`src/rtl/uart_pkg.sv`:
```
// Shared types and constants for the UART receive path.
package uart_pkg;

  typedef enum logic [2:0] {
    IDLE,
    START,
    DATA,
    STOP,
    WAIT_HIGH
  } rx_state_e;

  localparam int OVERSAMPLE  = 16;
  localparam int MID_SAMPLE  = OVERSAMPLE/2 - 1;
  localparam int LAST_SAMPLE = OVERSAMPLE - 1;
  localparam int DATA_BITS   = 8;

endpackage

```
`src/rtl/sync_fifo.sv`:
```
// Show-ahead synchronous FIFO: head word is readable whenever non-empty.
module sync_fifo #(
  parameter int WIDTH = 8,
  parameter int DEPTH = 4
) (
  input  logic                     clk,
  input  logic                     reset,
  input  logic                     push,
  input  logic [WIDTH-1:0]         din,
  input  logic                     pop,
  output logic [WIDTH-1:0]         dout,
  output logic                     full,
  output logic                     empty,
  output logic [$clog2(DEPTH):0]   count
);

  localparam int AW = $clog2(DEPTH);
  localparam int CW = AW + 1;
  localparam logic [CW-1:0] FULL_CNT = CW'(DEPTH);

  logic [WIDTH-1:0] mem [DEPTH];
  logic [AW-1:0]    wr_ptr, rd_ptr;
  logic             do_push, do_pop;

  assign full  = (count == FULL_CNT);
  assign empty = (count == '0);

  // A pop frees a slot in the same cycle, so push-while-full still lands.
  assign do_pop  = pop && !empty;
  assign do_push = push && (!full || do_pop);

  // Head is forced to zero when empty so the output is defined out of reset.
  assign dout = empty ? '0 : mem[rd_ptr];

  always_ff @(posedge clk) begin
    if (do_push) mem[wr_ptr] <= din;
  end

  always_ff @(posedge clk) begin
    if (reset) begin
      wr_ptr <= '0;
      rd_ptr <= '0;
      count  <= '0;
    end else begin
      if (do_push) wr_ptr <= wr_ptr + 1'b1;
      if (do_pop)  rd_ptr <= rd_ptr + 1'b1;
      case ({do_push, do_pop})
        2'b10:   count <= count + 1'b1;
        2'b01:   count <= count - 1'b1;
        default: count <= count;
      endcase
    end
  end

endmodule

```
`src/rtl/uart_rx_fifo.sv`:
```
// 8N1 UART receiver with 16x oversampling, feeding a show-ahead byte FIFO.
module uart_rx_fifo
  import uart_pkg::*;
#(
  parameter int BAUD_DIV   = 27,
  parameter int FIFO_DEPTH = 4
) (
  input  logic                          clk,
  input  logic                          reset,
  input  logic                          rx,
  input  logic                          rx_pop,
  input  logic                          err_clear,
  output logic                          uart_inbound,
  output logic [7:0]                    uart_data,
  output logic [$clog2(FIFO_DEPTH):0]   rx_count,
  output logic                          frame_err,
  output logic                          overrun_err
);

  logic                 rx_s1, rxs;
  logic [7:0]           tcnt;
  logic                 tick;
  rx_state_e            state;
  logic [3:0]           sc;
  logic [2:0]           bi;
  logic [DATA_BITS-1:0] shreg;
  logic                 start_det, stop_smp, push, fe_evt, ovr_evt;
  logic                 fifo_full, fifo_empty;

  // Line idles high, so the synchroniser resets to 1 to avoid a false start.
  always_ff @(posedge clk) begin
    if (reset) begin
      rx_s1 <= 1'b1;
      rxs   <= 1'b1;
    end else begin
      rx_s1 <= rx;
      rxs   <= rx_s1;
    end
  end

  assign start_det = (state == IDLE) && !rxs;
  assign tick      = (tcnt == 8'(BAUD_DIV - 1));

  // Re-phasing on the start edge keeps every sample centred in its bit.
  always_ff @(posedge clk) begin
    if (reset || start_det) tcnt <= '0;
    else if (tick)          tcnt <= '0;
    else                    tcnt <= tcnt + 8'd1;
  end

  assign stop_smp = (state == STOP) && tick && (sc == 4'(LAST_SAMPLE));
  assign push     = stop_smp && rxs;
  assign fe_evt   = stop_smp && !rxs;
  assign ovr_evt  = push && fifo_full && !rx_pop;

  always_ff @(posedge clk) begin
    if (reset) begin
      state <= IDLE;
      sc    <= '0;
      bi    <= '0;
      shreg <= '0;
    end else begin
      case (state)
        IDLE: begin
          if (!rxs) begin
            state <= START;
            sc    <= '0;
          end
        end
        START: begin
          if (tick) begin
            if (sc == 4'(MID_SAMPLE)) begin
              sc    <= '0;
              bi    <= '0;
              state <= rxs ? IDLE : DATA;
            end else begin
              sc <= sc + 4'd1;
            end
          end
        end
        DATA: begin
          if (tick) begin
            if (sc == 4'(LAST_SAMPLE)) begin
              sc    <= '0;
              shreg <= {rxs, shreg[DATA_BITS-1:1]};
              bi    <= bi + 3'd1;
              if (bi == 3'(DATA_BITS - 1)) state <= STOP;
            end else begin
              sc <= sc + 4'd1;
            end
          end
        end
        STOP: begin
          if (tick) begin
            if (sc == 4'(LAST_SAMPLE)) begin
              sc    <= '0;
              state <= rxs ? IDLE : WAIT_HIGH;
            end else begin
              sc <= sc + 4'd1;
            end
          end
        end
        // Hold off through a break so a long low line is not re-read as frames.
        WAIT_HIGH: begin
          if (rxs) state <= IDLE;
        end
        default: state <= IDLE;
      endcase
    end
  end

  // A new error event outranks a simultaneous clear.
  always_ff @(posedge clk) begin
    if (reset) begin
      frame_err   <= 1'b0;
      overrun_err <= 1'b0;
    end else begin
      frame_err   <= (frame_err   && !err_clear) || fe_evt;
      overrun_err <= (overrun_err && !err_clear) || ovr_evt;
    end
  end

  sync_fifo #(
    .WIDTH (DATA_BITS),
    .DEPTH (FIFO_DEPTH)
  ) u_fifo (
    .clk   (clk),
    .reset (reset),
    .push  (push),
    .din   (shreg),
    .pop   (rx_pop),
    .dout  (uart_data),
    .full  (fifo_full),
    .empty (fifo_empty),
    .count (rx_count)
  );

  assign uart_inbound = !fifo_empty;

endmodule

```
`config.mk`:
```
export PLATFORM = sky130hd
export DESIGN_NAME = uart_rx_fifo
export DESIGN_NICKNAME = d
export VERILOG_FILES = /design/src/rtl/uart_pkg.sv /design/src/rtl/sync_fifo.sv /design/src/rtl/uart_rx_fifo.sv
export SDC_FILE = /design/constraint.sdc
export NUM_CORES = 1
export LEC_CHECK = 0
export ABC_AREA = 1
export ABC_CLOCK_PERIOD_IN_PS = 1920
export CORE_MARGIN = 5
export CORE_UTILIZATION = 53
export CTS_CLUSTER_DIAMETER = 100
export CTS_CLUSTER_SIZE = 12
export DETAILED_ROUTE_END_ITERATION = 12
export PLACE_DENSITY = 0.77
export SLEW_MARGIN = 30
export SYNTH_ARGS = -nofsm -noshare
export SYNTH_HDL_FRONTEND = slang
export SYNTH_SLANG_ARGS = --single-unit
```
`constraint.sdc`:
```
create_clock -name clk -period 1.92 [get_ports clk]
set_clock_uncertainty 0.15 [all_clocks]
set_input_delay 0.288 -clock clk [delete_from_list [all_inputs] [get_ports clk]]
set_output_delay 0.288 -clock clk [all_outputs]
set_load 0.005 [all_outputs]
```
==> impl_metrics.ini <==
[floorplanning]
core_area_sq_um = 5608
io_pins = 19
die_h_microns = 86.46
rows = 27
die_w_microns = 86.46
dieArea_sq_um = 7474
initial_utilization = 0.5524

[global_routing]
grt_usage = 0.1795
grt_pass1_wl_microns = 10430
grt_pass1_vias = 2339
grt_max_degree = 20
overflow = 0
antenna_found_initial = 0

[min_path]
hold_class = reg -> reg

[sta]
fin_hold_ws_ns = 0.2698
slew_violations = 0
layout_min_cycle_time_ns = 1.849
rsz0062_at_grt = true
fmax_mhz = 541.0
period_share = 0.9628
relSlewSlack = 0.6432
setup_viol = 0
fin_tns_setup_ns = 0
tightest_slew_ns = 0.5346
fin_ws_ns = 0.07142
hold_viol_final = 0

[cells_and_area]
layout-drive-gt1-share = 0.2438
post-route-cell-area_sq_um = 3862
fill_cells = 433
nNetsFinal = 412
syn2layout_area_growth_pct = 24.68
diodes = 0
fin_cells = 474

[placement]
dp_hpwl_microns = 4487
gp_congestion = 0.8464
portBuffers = 18
post_dp_cell_area_sq_um = 3502
place_ws_ns = -0.07112
place_inst = 451

[logic_synthesis]
synth.most_common_cell = nor2_1
synth_area_leaders = edfxtp_1 (31%), dfxtp_1 (25%), nor2_1 (8.8%)
seq_area_frac_synth = 0.5622
synth_area_sq_um = 3098
ys.flop_type = dfxtp_1
postSynthCellCount = 346
synth_top_cell_by_area = edfxtp_1
ys_types = 32
synthTopCellsByCount = nor2_1 (73), nand2_1 (41), dfxtp_1 (39), o21ai_0 (36), inv_1 (35)
avgSynthCellArea_sq_um = 8.954
yosysTopAreaCellShare = 0.3102
ys_warn_count = 0
ys_ff_latch = 71
synth_nets = 361
synth-edff-count = 32
async_flop_share = 0

[clock_tree]
htreeDepth = 3
cts.hold.buffers_added = 0
cts_tree = built
clk_pin_slew_ns = 0.07
insertion_delay_ns = 0.34
cts_buffer_depth = 2
numCtsBuffers = 9
cts.sinks = 71
cts_root_buf = clkbuf_8

[detailed_routing]
vias = 2447
via_per_inst = 5.162
routedWlPerCell_microns = 13.40
firstDrtPassIters = 4
drc = 0
wirelength_microns = 6351
drt-initial-drc-count = 151
detail-route-antenna-nets = 0

[critical_path]
worstSetupPathType = reg -> out
arrival_ns = 1.41
endpoint_kind = output port
crit_path_max_fanout = 16
critPathRequiredTime_ns = 1.48
start_kind = flop

[power]
ir_drop_mv = 1.067
p_leak_nw = 1.615
p_per_area_nw_per_um2 = 1259

[run_status]
status = complete, no violations

[run]
drv_cap = 0
==> stage by stage <==
step                utilization  total power, mW
floorplan                     -            2.744
detailed placement       0.6245            3.320
global placement         0.6245            3.271
global route             0.6888            5.178
CTS                      0.6778            4.802
finish                   0.6888            4.864
==> registers in the layout (all words and copies together), names as in the netlist, named ones only <==
name / flops
u_fifo.rd_ptr: 2
rxs: 1
frame_err: 1
sc: 4
bi: 3
u_fifo.wr_ptr: 2
shreg: 8
overrun_err: 1
state: 3
rx_s1: 1
u_fifo.mem: 32
tcnt: 8
u_fifo.count: 3
==> kinds of logic (layout without fill, tap and decap cells) <==
family,Yosys count,after routing,synth area share
xor gates and xnor gates,2,2,0.005655
adders and majority gates,10,10,0.04281
AOI/OAI and AO/OA,68,68,0.1151
and+or+nand+nor,147,147,0.2132
DFF,71,71,0.5622
buffers and inverters,48,104,0.06099
==> final cells by class <==
class	count	area (sq um)	area share
Sequential cell	71	1758	0.4551
Tap cell	72	90.09	0.02332
Inverter	41	161.4	0.04179
Multi-Input combinational cell	227	1236	0.3201
Clock inverter	7	120.1	0.03110
Timing Repair Buffer	47	372.9	0.09653
Clock buffer	9	123.9	0.03207
==> power by group <==
part / switching (mW) / internal, mW
Sequential: 0.111 / 1.69
Combinational: 0.956 / 0.674
Clock: 0.570 / 0.867
==> worst paths after layout <==
kind	slack, ns	depth (start not counted)	start	to
worst min register to register	0.27	1	rx_s1$_SDFF_PP1_	rxs$_SDFF_PP1_
worst min-delay path	0.27	1	rx_s1$_SDFF_PP1_	rxs$_SDFF_PP1_
worst max register to register	0.08	13	tcnt[0]$_SDFF_PP0_	u_fifo.count[2]$_SDFFE_PP0P_
worst max-delay path	0.07	5	flop	uart_data[6]
==> routing by layer <==
layer / up-vias / wire length [microns] / GRT usage
met5: - / 0 / 0
met4: 0 / 119 / 0.07790
met3: 12 / 224 / 0.03802
met2: 46 / 3322 / 0.3171
met1: 1144 / 2685 / 0.2091
li1: 1245 / - / -
==> placed cells by master (no fill, tap or decap), types with 4 or more instances in the layout <==
cell / Yosys / routed
nand3_1: 10 / 9
nor2_1: 73 / 69
clkbuf_2: 0 / 7
buf_4: 0 / 27
edfxtp_1: 32 / 32
clkdlybuf4s50_1: 0 / 9
inv_1: 35 / 29
ha_1: 9 / 7
o21ai_1: 0 / 4
nand2_1: 41 / 38
o21ai_0: 36 / 32
a21oi_1: 26 / 25
clkbuf_8: 0 / 9
nand4_1: 4 / 4
dfxtp_1: 39 / 32
inv_2: 6 / 10
dfxtp_2: 0 / 4
nor2_2: 3 / 6
==> critical path, stage by stage, from the launching register on <==
cell and delay [ns]:
dfxtp_4 0.36, buf_4 0.15, inv_6 0.09, o21ai_0 0.10
a21oi_1 0.15, clkdlybuf4s15_1 0.22
==> timing repair <==
action,CTS,global route
setup buffers,2,5
setup endpoints to repair,41,45
pin swaps,11,19
resized for setup,32,32
Power figures use the tool's default switching activity.
